===== config.mk =====
export PLATFORM = sky130hd
export DESIGN_NAME = multicycle_control_unit_flat
export DESIGN_NICKNAME = d
export VERILOG_FILES = /design/src/rtl/cpu_pkg.sv /design/src/rtl/multicycle_control_unit_if.sv /design/src/rtl/mcu_decode.sv /design/src/rtl/multicycle_control_unit.sv /design/src/flat_wrapper.sv
export SDC_FILE = /design/constraint.sdc
export NUM_CORES = 1
export LEC_CHECK = 0
export CORE_MARGIN = 2
export CORE_UTILIZATION = 52
export DETAILED_ROUTE_END_ITERATION = 7
export PLACE_DENSITY = 0.81
export SLEW_MARGIN = 0
export SYNTH_ARGS = -nofsm -noshare
export SYNTH_HDL_FRONTEND = slang
export SYNTH_HIERARCHICAL = 1
export SYNTH_SLANG_ARGS = --single-unit
export TNS_END_PERCENT = 1

===== constraint.sdc =====
create_clock -name clk -period 2.9 [get_ports clk]
set_input_delay 0.58 -clock clk [delete_from_list [all_inputs] [get_ports clk]]
set_output_delay 0.58 -clock clk [all_outputs]
set_load 0.01 [all_outputs]

===== src/rtl/cpu_pkg.sv =====
// Shared encodings for the multicycle MIPS-subset controller: opcodes, functs,
// ALU operation codes, FSM state codes and PC source selects.
package cpu_pkg;

    // Opcodes
    localparam logic [5:0] OpRType = 6'h00;
    localparam logic [5:0] OpJ     = 6'h02;
    localparam logic [5:0] OpJal   = 6'h03;
    localparam logic [5:0] OpBeq   = 6'h04;
    localparam logic [5:0] OpBne   = 6'h05;
    localparam logic [5:0] OpAddi  = 6'h08;
    localparam logic [5:0] OpSlti  = 6'h0A;
    localparam logic [5:0] OpAndi  = 6'h0C;
    localparam logic [5:0] OpOri   = 6'h0D;
    localparam logic [5:0] OpXori  = 6'h0E;
    localparam logic [5:0] OpLw    = 6'h23;
    localparam logic [5:0] OpSw    = 6'h2B;
    localparam logic [5:0] OpHlt   = 6'h3F;

    // R-type funct codes
    localparam logic [5:0] FnSll  = 6'h00;
    localparam logic [5:0] FnSrl  = 6'h02;
    localparam logic [5:0] FnJr   = 6'h08;
    localparam logic [5:0] FnAdd  = 6'h20;
    localparam logic [5:0] FnAddu = 6'h21;
    localparam logic [5:0] FnSub  = 6'h22;
    localparam logic [5:0] FnSubu = 6'h23;
    localparam logic [5:0] FnAnd  = 6'h24;
    localparam logic [5:0] FnOr   = 6'h25;
    localparam logic [5:0] FnXor  = 6'h26;
    localparam logic [5:0] FnNor  = 6'h27;
    localparam logic [5:0] FnSlt  = 6'h2A;
    localparam logic [5:0] FnSgt  = 6'h2B;

    // ALU operation codes understood by the core ALU
    localparam logic [3:0] AluAdd = 4'd0;
    localparam logic [3:0] AluSub = 4'd1;
    localparam logic [3:0] AluAnd = 4'd2;
    localparam logic [3:0] AluOr  = 4'd3;
    localparam logic [3:0] AluXor = 4'd4;
    localparam logic [3:0] AluNor = 4'd5;
    localparam logic [3:0] AluSlt = 4'd6;
    localparam logic [3:0] AluSgt = 4'd7;
    localparam logic [3:0] AluSll = 4'd8;
    localparam logic [3:0] AluSrl = 4'd9;

    // FSM state codes
    typedef logic [2:0] state_t;
    localparam state_t StIdle   = 3'd0;
    localparam state_t StFetch  = 3'd1;
    localparam state_t StDecode = 3'd2;
    localparam state_t StExec   = 3'd3;
    localparam state_t StBranch = 3'd4;
    localparam state_t StMem    = 3'd5;
    localparam state_t StWb     = 3'd6;
    localparam state_t StHalt   = 3'd7;

    // PC source select
    localparam logic [1:0] PcSrcSeq    = 2'd0;
    localparam logic [1:0] PcSrcBranch = 2'd1;
    localparam logic [1:0] PcSrcJump   = 2'd2;
    localparam logic [1:0] PcSrcReg    = 2'd3;

endpackage


===== src/rtl/multicycle_control_unit_if.sv =====
// Bundle between the controller (master) and the datapath/memories (slave).
interface multicycle_control_unit_if #(
    parameter int unsigned OPCODE_W = 6,
    parameter int unsigned FUNCT_W  = 6,
    parameter int unsigned ALUOP_W  = 4,
    parameter int unsigned CNT_W    = 32
);
    logic [OPCODE_W-1:0] opcode;
    logic [FUNCT_W-1:0]  funct;
    logic                alu_zero;
    logic                imem_ready;
    logic                dmem_ready;
    logic                imem_req;
    logic                PCWrite;
    logic [1:0]          PCSrc;
    logic                IRWrite;
    logic                RegDst;
    logic                MemReadEn;
    logic                MemtoReg;
    logic                MemWriteEn;
    logic                RegWriteEn;
    logic                ALUSrc;
    logic [ALUOP_W-1:0]  ALUOp;
    logic                hlt;
    logic                mem_err;
    logic [CNT_W-1:0]    cycle_cnt;
    logic [CNT_W-1:0]    retired_cnt;

    modport master (
        input  opcode, funct, alu_zero, imem_ready, dmem_ready,
        output imem_req, PCWrite, PCSrc, IRWrite, RegDst, MemReadEn, MemtoReg,
               MemWriteEn, RegWriteEn, ALUSrc, ALUOp, hlt, mem_err, cycle_cnt,
               retired_cnt
    );

    modport slave (
        output opcode, funct, alu_zero, imem_ready, dmem_ready,
        input  imem_req, PCWrite, PCSrc, IRWrite, RegDst, MemReadEn, MemtoReg,
               MemWriteEn, RegWriteEn, ALUSrc, ALUOp, hlt, mem_err, cycle_cnt,
               retired_cnt
    );
endinterface


===== src/rtl/mcu_decode.sv =====
// Combinational decode of the latched opcode/funct into datapath controls.
module mcu_decode #(
    parameter int unsigned OPCODE_W = 6,
    parameter int unsigned FUNCT_W  = 6
) (
    input  logic [OPCODE_W-1:0] opcode_i,
    input  logic [FUNCT_W-1:0]  funct_i,
    output logic [3:0]          alu_op_o,
    output logic                alu_src_o,
    output logic                reg_dst_o,
    output logic                is_mem_o,
    output logic                is_branch_o,
    output logic                legal_o
);
    import cpu_pkg::*;

    logic [5:0] op;
    logic [5:0] fn;
    assign op = 6'(opcode_i);
    assign fn = 6'(funct_i);

    // Map opcode/funct onto ALU controls and instruction class flags
    always_comb begin
        alu_op_o    = AluAdd;
        alu_src_o   = 1'b0;
        reg_dst_o   = 1'b0;
        is_mem_o    = 1'b0;
        is_branch_o = 1'b0;
        legal_o     = 1'b1;
        case (op)
            OpRType: begin
                reg_dst_o = 1'b1;
                case (fn)
                    FnAdd, FnAddu: alu_op_o = AluAdd;
                    FnSub, FnSubu: alu_op_o = AluSub;
                    FnAnd:         alu_op_o = AluAnd;
                    FnOr:          alu_op_o = AluOr;
                    FnXor:         alu_op_o = AluXor;
                    FnNor:         alu_op_o = AluNor;
                    FnSlt:         alu_op_o = AluSlt;
                    FnSgt:         alu_op_o = AluSgt;
                    FnSll: begin
                        alu_op_o  = AluSll;
                        alu_src_o = 1'b1;
                    end
                    FnSrl: begin
                        alu_op_o  = AluSrl;
                        alu_src_o = 1'b1;
                    end
                    FnJr:          ;
                    default:       legal_o = 1'b0;
                endcase
            end
            OpJ, OpHlt: ;
            OpJal: begin
                reg_dst_o = 1'b1;
                alu_src_o = 1'b1;
            end
            OpBeq, OpBne: begin
                is_branch_o = 1'b1;
                alu_op_o    = AluSub;
            end
            OpAddi: alu_src_o = 1'b1;
            OpSlti: begin
                alu_src_o = 1'b1;
                alu_op_o  = AluSlt;
            end
            OpAndi: begin
                alu_src_o = 1'b1;
                alu_op_o  = AluAnd;
            end
            OpOri: begin
                alu_src_o = 1'b1;
                alu_op_o  = AluOr;
            end
            OpXori: begin
                alu_src_o = 1'b1;
                alu_op_o  = AluXor;
            end
            OpLw, OpSw: begin
                alu_src_o = 1'b1;
                is_mem_o  = 1'b1;
            end
            default: legal_o = 1'b0;
        endcase
    end
endmodule


===== src/rtl/multicycle_control_unit.sv =====
// Multicycle controller: sequences FETCH/DECODE/EXEC/BRANCH/MEM/WB, times out
// stalled memories, and counts active cycles and retired instructions.
module multicycle_control_unit #(
    parameter int unsigned OPCODE_W     = 6,
    parameter int unsigned FUNCT_W      = 6,
    parameter int unsigned ALUOP_W      = 4,
    parameter int unsigned CNT_W        = 32,
    parameter int unsigned MEM_WAIT_MAX = 15
) (
    input logic                       clk,
    input logic                       rst,
    multicycle_control_unit_if.master bus
);
    import cpu_pkg::*;

    localparam int unsigned WaitW = (MEM_WAIT_MAX > 2) ? $clog2(MEM_WAIT_MAX) : 1;
    // Value of the wait counter during the last tolerated low-ready cycle
    localparam logic [WaitW-1:0] WaitLast = WaitW'(MEM_WAIT_MAX - 1);

    state_t              state_q, state_d;
    logic [OPCODE_W-1:0] opcode_q;
    logic [FUNCT_W-1:0]  funct_q;
    logic [WaitW-1:0]    wait_q, wait_d;
    logic                err_q, err_d;
    logic [CNT_W-1:0]    cycle_q, retired_q;
    logic                retire, latch;

    logic [3:0] dec_alu_op;
    logic       dec_alu_src, dec_reg_dst, dec_is_mem, dec_is_branch, dec_legal;

    logic       imem_req, pc_write, ir_write, reg_dst, mem_read_en, mem_to_reg;
    logic       mem_write_en, reg_write_en, alu_src, hlt;
    logic [1:0] pc_src;
    logic [3:0] alu_op;

    logic is_lw, is_beq, is_j, is_jr, is_hlt;
    assign is_lw  = (opcode_q == OPCODE_W'(OpLw));
    assign is_beq = (opcode_q == OPCODE_W'(OpBeq));
    assign is_j   = (opcode_q == OPCODE_W'(OpJ));
    assign is_hlt = (opcode_q == OPCODE_W'(OpHlt));
    assign is_jr  = (opcode_q == OPCODE_W'(OpRType)) && (funct_q == FUNCT_W'(FnJr));

    mcu_decode #(
        .OPCODE_W(OPCODE_W),
        .FUNCT_W (FUNCT_W)
    ) u_decode (
        .opcode_i   (opcode_q),
        .funct_i    (funct_q),
        .alu_op_o   (dec_alu_op),
        .alu_src_o  (dec_alu_src),
        .reg_dst_o  (dec_reg_dst),
        .is_mem_o   (dec_is_mem),
        .is_branch_o(dec_is_branch),
        .legal_o    (dec_legal)
    );

    // Next state, wait/timeout tracking and per-state control outputs
    always_comb begin
        state_d      = state_q;
        wait_d       = wait_q;
        err_d        = err_q;
        retire       = 1'b0;
        latch        = 1'b0;
        imem_req     = 1'b0;
        pc_write     = 1'b0;
        pc_src       = PcSrcSeq;
        ir_write     = 1'b0;
        reg_dst      = 1'b0;
        mem_read_en  = 1'b0;
        mem_to_reg   = 1'b0;
        mem_write_en = 1'b0;
        reg_write_en = 1'b0;
        alu_src      = 1'b0;
        alu_op       = AluAdd;
        hlt          = 1'b0;
        case (state_q)
            StIdle: state_d = StFetch;
            StFetch: begin
                imem_req = 1'b1;
                if (bus.imem_ready) begin
                    ir_write = 1'b1;
                    pc_write = 1'b1;
                    latch    = 1'b1;
                    state_d  = StDecode;
                end else if (wait_q == WaitLast) begin
                    err_d   = 1'b1;
                    state_d = StHalt;
                end else begin
                    wait_d = wait_q + WaitW'(1);
                end
            end
            StDecode: begin
                if (is_hlt) begin
                    state_d = StHalt;
                end else if (is_j || is_jr) begin
                    pc_write = 1'b1;
                    pc_src   = is_j ? PcSrcJump : PcSrcReg;
                    retire   = 1'b1;
                    state_d  = StFetch;
                end else if (dec_is_branch) begin
                    state_d = StBranch;
                end else if (dec_legal) begin
                    state_d = StExec;
                end else begin
                    state_d = StFetch;
                end
            end
            StExec: begin
                alu_src = dec_alu_src;
                alu_op  = dec_alu_op;
                reg_dst = dec_reg_dst;
                state_d = dec_is_mem ? StMem : StWb;
            end
            StBranch: begin
                alu_op = AluSub;
                if (is_beq == bus.alu_zero) begin
                    pc_write = 1'b1;
                    pc_src   = PcSrcBranch;
                end
                retire  = 1'b1;
                state_d = StFetch;
            end
            StMem: begin
                alu_src      = 1'b1;
                mem_read_en  = is_lw;
                mem_write_en = !is_lw;
                if (bus.dmem_ready) begin
                    retire  = !is_lw;
                    state_d = is_lw ? StWb : StFetch;
                end else if (wait_q == WaitLast) begin
                    err_d   = 1'b1;
                    state_d = StHalt;
                end else begin
                    wait_d = wait_q + WaitW'(1);
                end
            end
            StWb: begin
                reg_write_en = 1'b1;
                mem_to_reg   = is_lw;
                reg_dst      = dec_reg_dst;
                retire       = 1'b1;
                state_d      = StFetch;
            end
            StHalt: hlt = 1'b1;
            default: state_d = StIdle;
        endcase
        if (state_d != state_q) begin
            wait_d = '0;
        end
    end

    // State, latched instruction fields, error flag and counters
    always_ff @(posedge clk or negedge rst) begin
        if (!rst) begin
            state_q   <= StIdle;
            opcode_q  <= '0;
            funct_q   <= '0;
            wait_q    <= '0;
            err_q     <= 1'b0;
            cycle_q   <= '0;
            retired_q <= '0;
        end else begin
            state_q <= state_d;
            wait_q  <= wait_d;
            err_q   <= err_d;
            if (latch) begin
                opcode_q <= bus.opcode;
                funct_q  <= bus.funct;
            end
            if (state_q != StIdle && state_q != StHalt) begin
                cycle_q <= cycle_q + CNT_W'(1);
            end
            if (retire) begin
                retired_q <= retired_q + CNT_W'(1);
            end
        end
    end

    assign bus.imem_req    = imem_req;
    assign bus.PCWrite     = pc_write;
    assign bus.PCSrc       = pc_src;
    assign bus.IRWrite     = ir_write;
    assign bus.RegDst      = reg_dst;
    assign bus.MemReadEn   = mem_read_en;
    assign bus.MemtoReg    = mem_to_reg;
    assign bus.MemWriteEn  = mem_write_en;
    assign bus.RegWriteEn  = reg_write_en;
    assign bus.ALUSrc      = alu_src;
    assign bus.ALUOp       = ALUOP_W'(alu_op);
    assign bus.hlt         = hlt;
    assign bus.mem_err     = err_q;
    assign bus.cycle_cnt   = cycle_q;
    assign bus.retired_cnt = retired_q;
endmodule


===== src/flat_wrapper.sv =====
// flat-port wrapper written by rule: the top's interface ports become plain ports
module multicycle_control_unit_flat import cpu_pkg::*;
#(
    parameter int unsigned OPCODE_W     = 6,
    parameter int unsigned FUNCT_W      = 6,
    parameter int unsigned ALUOP_W      = 4,
    parameter int unsigned CNT_W        = 32,
    parameter int unsigned MEM_WAIT_MAX = 15
)
  (clk, rst, bus_opcode, bus_funct, bus_alu_zero, bus_imem_ready, bus_dmem_ready, bus_imem_req, bus_PCWrite, bus_PCSrc, bus_IRWrite, bus_RegDst, bus_MemReadEn, bus_MemtoReg, bus_MemWriteEn, bus_RegWriteEn, bus_ALUSrc, bus_ALUOp, bus_hlt, bus_mem_err, bus_cycle_cnt, bus_retired_cnt);
  multicycle_control_unit_if #(.OPCODE_W(OPCODE_W), .FUNCT_W(FUNCT_W), .ALUOP_W(ALUOP_W), .CNT_W(CNT_W)) bus_i ();
  input logic clk;
  input logic rst;
  input wire logic [$bits(bus_i.opcode)-1:0] bus_opcode;
  input wire logic [$bits(bus_i.funct)-1:0] bus_funct;
  input wire logic [$bits(bus_i.alu_zero)-1:0] bus_alu_zero;
  input wire logic [$bits(bus_i.imem_ready)-1:0] bus_imem_ready;
  input wire logic [$bits(bus_i.dmem_ready)-1:0] bus_dmem_ready;
  output wire logic [$bits(bus_i.imem_req)-1:0] bus_imem_req;
  output wire logic [$bits(bus_i.PCWrite)-1:0] bus_PCWrite;
  output wire logic [$bits(bus_i.PCSrc)-1:0] bus_PCSrc;
  output wire logic [$bits(bus_i.IRWrite)-1:0] bus_IRWrite;
  output wire logic [$bits(bus_i.RegDst)-1:0] bus_RegDst;
  output wire logic [$bits(bus_i.MemReadEn)-1:0] bus_MemReadEn;
  output wire logic [$bits(bus_i.MemtoReg)-1:0] bus_MemtoReg;
  output wire logic [$bits(bus_i.MemWriteEn)-1:0] bus_MemWriteEn;
  output wire logic [$bits(bus_i.RegWriteEn)-1:0] bus_RegWriteEn;
  output wire logic [$bits(bus_i.ALUSrc)-1:0] bus_ALUSrc;
  output wire logic [$bits(bus_i.ALUOp)-1:0] bus_ALUOp;
  output wire logic [$bits(bus_i.hlt)-1:0] bus_hlt;
  output wire logic [$bits(bus_i.mem_err)-1:0] bus_mem_err;
  output wire logic [$bits(bus_i.cycle_cnt)-1:0] bus_cycle_cnt;
  output wire logic [$bits(bus_i.retired_cnt)-1:0] bus_retired_cnt;
  assign bus_i.opcode = bus_opcode;
  assign bus_i.funct = bus_funct;
  assign bus_i.alu_zero = bus_alu_zero;
  assign bus_i.imem_ready = bus_imem_ready;
  assign bus_i.dmem_ready = bus_dmem_ready;
  assign bus_imem_req = bus_i.imem_req;
  assign bus_PCWrite = bus_i.PCWrite;
  assign bus_PCSrc = bus_i.PCSrc;
  assign bus_IRWrite = bus_i.IRWrite;
  assign bus_RegDst = bus_i.RegDst;
  assign bus_MemReadEn = bus_i.MemReadEn;
  assign bus_MemtoReg = bus_i.MemtoReg;
  assign bus_MemWriteEn = bus_i.MemWriteEn;
  assign bus_RegWriteEn = bus_i.RegWriteEn;
  assign bus_ALUSrc = bus_i.ALUSrc;
  assign bus_ALUOp = bus_i.ALUOp;
  assign bus_hlt = bus_i.hlt;
  assign bus_mem_err = bus_i.mem_err;
  assign bus_cycle_cnt = bus_i.cycle_cnt;
  assign bus_retired_cnt = bus_i.retired_cnt;
  multicycle_control_unit #(.OPCODE_W(OPCODE_W), .FUNCT_W(FUNCT_W), .ALUOP_W(ALUOP_W), .CNT_W(CNT_W), .MEM_WAIT_MAX(MEM_WAIT_MAX)) u_core (.clk(clk), .rst(rst), .bus(bus_i));
endmodule

==> results.md <==
- Worst EP required: between 2000 and 2500 ps
- Initial antenna violation count: 0
- Crit. End Element: output pin
- Worst-margin pin slew: 1060 ps
- Final core occ: 70.2%
- Final Max Tran Viols: 0
- Setup violators final: 0
- Max Cap Viol: 0
- DR iter-0 viols: 160
- Crit start category: flop
- CP cell instances: buf_4 > or4_4 > buf_4 > or4_4 > inv_2 > clkdlybuf4s15_2
- HP Class: in2async
- CP delay by family, top: simple AND/OR/NAND/NOR gates
- Vias/cell: 5.78
- Fmax: ~350 MHz
- Worst hold margin: 413 ps
- Clock Latency Late Sink: around 350 ps
- Hold Vio Cnt, Final: 0
- Synth top area cells: dfrtp_1 (44%), xor2_1 (7.8%), xnor2_1 (4.6%), a2111oi_2 (4.4%), mux2_2 (3.3%)
- Slew margin rel.: 29.5%
- Clk_skew: 15.3 ps
- Fillers: 682
- Die Y: 99.4 um
- Final nets: 604
- Async set or reset register ratio after synthesis: 100%
- PortBufs: between 90 and 100
- R2R Setup Slk: ~230 ps
- Top FF cell, synth: dfrtp_1
- Die width: 99.4 um
- Post-Place Cells: 678
- Synthesized instance count: 466
- # clock sinks: 84
- CTS Buf Count: 9
- Routability cong.: roughly 0.9
- Syn_area_per_cell: 10.1 um2
- Final ANT Viol Nets: 0
- RSZ-0062 raised after global routing: true
- Critical path class: reg2out
- Yosys reg bits: 84
- H-tree Lvls: 3
- Buf/Inv on CP: 4
- Vias in the first global route: 3910
- CP arrival: 2290 ps
- Ant diodes: 0
- Crit share post-route: 98.8%
- Residual DRC: 0
- Leak Pwr: about 2.4 nW
- Yosys cell types: 60
- Post-Layout Cell Count: 696
- Mapped Area: 4730 um2
- Setup TNS: 0 ps
- Total number of vias: between 4000 and 5000
- VDD IR-drop max: roughly 0.00048 V
- DIE AREA: 9870 um2
- WL final: ~11000 um
- CP max stage delay: 520 ps
- CTS Buffer Depth: 2
- Largest net degree at the start of global routing: 85
- Post-layout min period: ~2900 ps
- Yosys warnings: 6
- CTS tree: built
- Seq/Total Area, Yosys: 44.4%
- Total grt overflow: 0
- Layout cells sized above 1: 15.8%
- Initial Util: 54.0%
- Worst-path clk slew: 80 ps
- DPL Wire Length: 8100 um
- Rows: 34
- Count leader, synth: dfrtp_1
- Core area: 8760 um2
- Final worst slack: 34.8 ps
- PD cells: 746 nW/um2
- Place WS: -9.07 ps
- Area Overhead vs Synth: 30.0%
- Area leader, netlist: dfrtp_1
- Ports: 98
- CP Max Fanout: 5
- Synth Net Count: 487
- Yosys top cell area share: between 40% and 50%
- DRT Pass-1 Iters: 7
- Root Buffer: clkbuf_8
- First-pass GRT wire length: 18700 um
- CP max-delay cell: or4_4
- Status: finished, final reports clean
- Total track usage: 23.2%
- Drt wl/cell: 16.3 um
- Post-synth EDFFs: 0
- Top post-synthesis cells by count: dfrtp_1 (84), xor2_1 (42), nand2_1 (34)
[repair_timing]
| action | in CTS | in global routing |
|---|---|---|
| pin swaps | 0 | 1 |
| hold buffers | 0 | 0 |
| gates resized for setup | 18 | 6 |
| setup endpoints to repair | 7 | 6 |
| buffers inserted | 2 | 0 |
[cell type report]
cell class              count  area [um2]  share of cell area, %
clock inverters             6        71.3                   1.16
inverters                  21        78.8                   1.28
repair buffers            125        1170                   19.0
well taps                 108         135                   2.20
clock buffers              10         128                   2.08
multi-input cells         342        2470                   40.1
flip-flops and latches     84        2100                   34.2
[power by group]
| group | total (mW) | switching [mW] | internal, mW |
|---|---|---|---|
| clock network | 0.848 | 0.442 | 0.406 |
| logic | 2.08 | 1.11 | 0.975 |
| registers | 1.65 | 0.262 | 1.39 |
[final timing paths]
path                                                 startpoint                                     end  cells after the start
setup / recovery                 u_core/opcode_q[5]$_DFFE_PN0P_                            bus_PCSrc[1]                      6
hold / removal                                              rst            u_core/wait_q[0]$_DFFE_PN0P_                      1
setup reg to reg                 u_core/opcode_q[5]$_DFFE_PN0P_  u_core/bus.retired_cnt[13]$_DFFE_PN0P_                      7
hold reg to reg            u_core/bus.cycle_cnt[31]$_DFFE_PN0P_    u_core/bus.cycle_cnt[31]$_DFFE_PN0P_                      1
max in group asynchronous                                   rst     u_core/bus.cycle_cnt[0]$_DFFE_PN0P_                      1
min in group clk           u_core/bus.cycle_cnt[31]$_DFFE_PN0P_    u_core/bus.cycle_cnt[31]$_DFFE_PN0P_                      1
[routing by layer]
metal / wire [um] / global-route usage, %
met5: 0 / 0
met4: 143 / 7.80
met3: 610 / 4.15
met2: 5570 / 37.8
met1: 4990 / 31.6
[state kept, by name (all words and copies together) (netlist names)]
name,cells
u_core/bus.cycle_cnt,32
u_core/wait_q,4
u_core/bus.retired_cnt,32
u_core/funct_q,6
u_core/state_q,3
u_core/bus.mem_err,1
u_core/opcode_q,6
[placed cells by master, fill, tap and decap left out, types with 6 or more instances in the layout]
cell / n
a2111oi_2: 14
a211oi_1: 16
a21oi_1: 14
and3_1: 6
buf_4: 29
clkbuf_8: 9
clkdlybuf4s50_1: 87
dfrtp_1: 84
inv_1: 20
mux2_2: 14
nand2_1: 34
nand2b_1: 9
nand3_1: 27
nand3b_1: 8
nand4_1: 20
nor2_1: 29
nor3_1: 15
o21ai_0: 6
xnor2_1: 25
xor2_1: 42
[through the flow]
step	total power [mW]	instance area, um2
floorplan	2.85	4730
global placement	3.65	5930
detailed placement	3.72	5930
CTS	4.59	6140
global route	4.87	6150
finish	4.59	6150
[logic make-up (layout without fill, tap and decap cells)]
logic type / after synthesis / after routing / share of synthesized area (%)
AOI/OAI and AO/OA: 77 / 77 / 14.2
xor gates and xnor gates: 67 / 67 / 12.4
adders and majority gates: 4 / 4 / 1.06
buffers and inverters: 40 / 162 / 3.97
DFF: 84 / 84 / 44.4
muxes: 15 / 15 / 3.54
and+or+nand+nor: 179 / 179 / 20.4
Power figures use the tool's default switching activity.
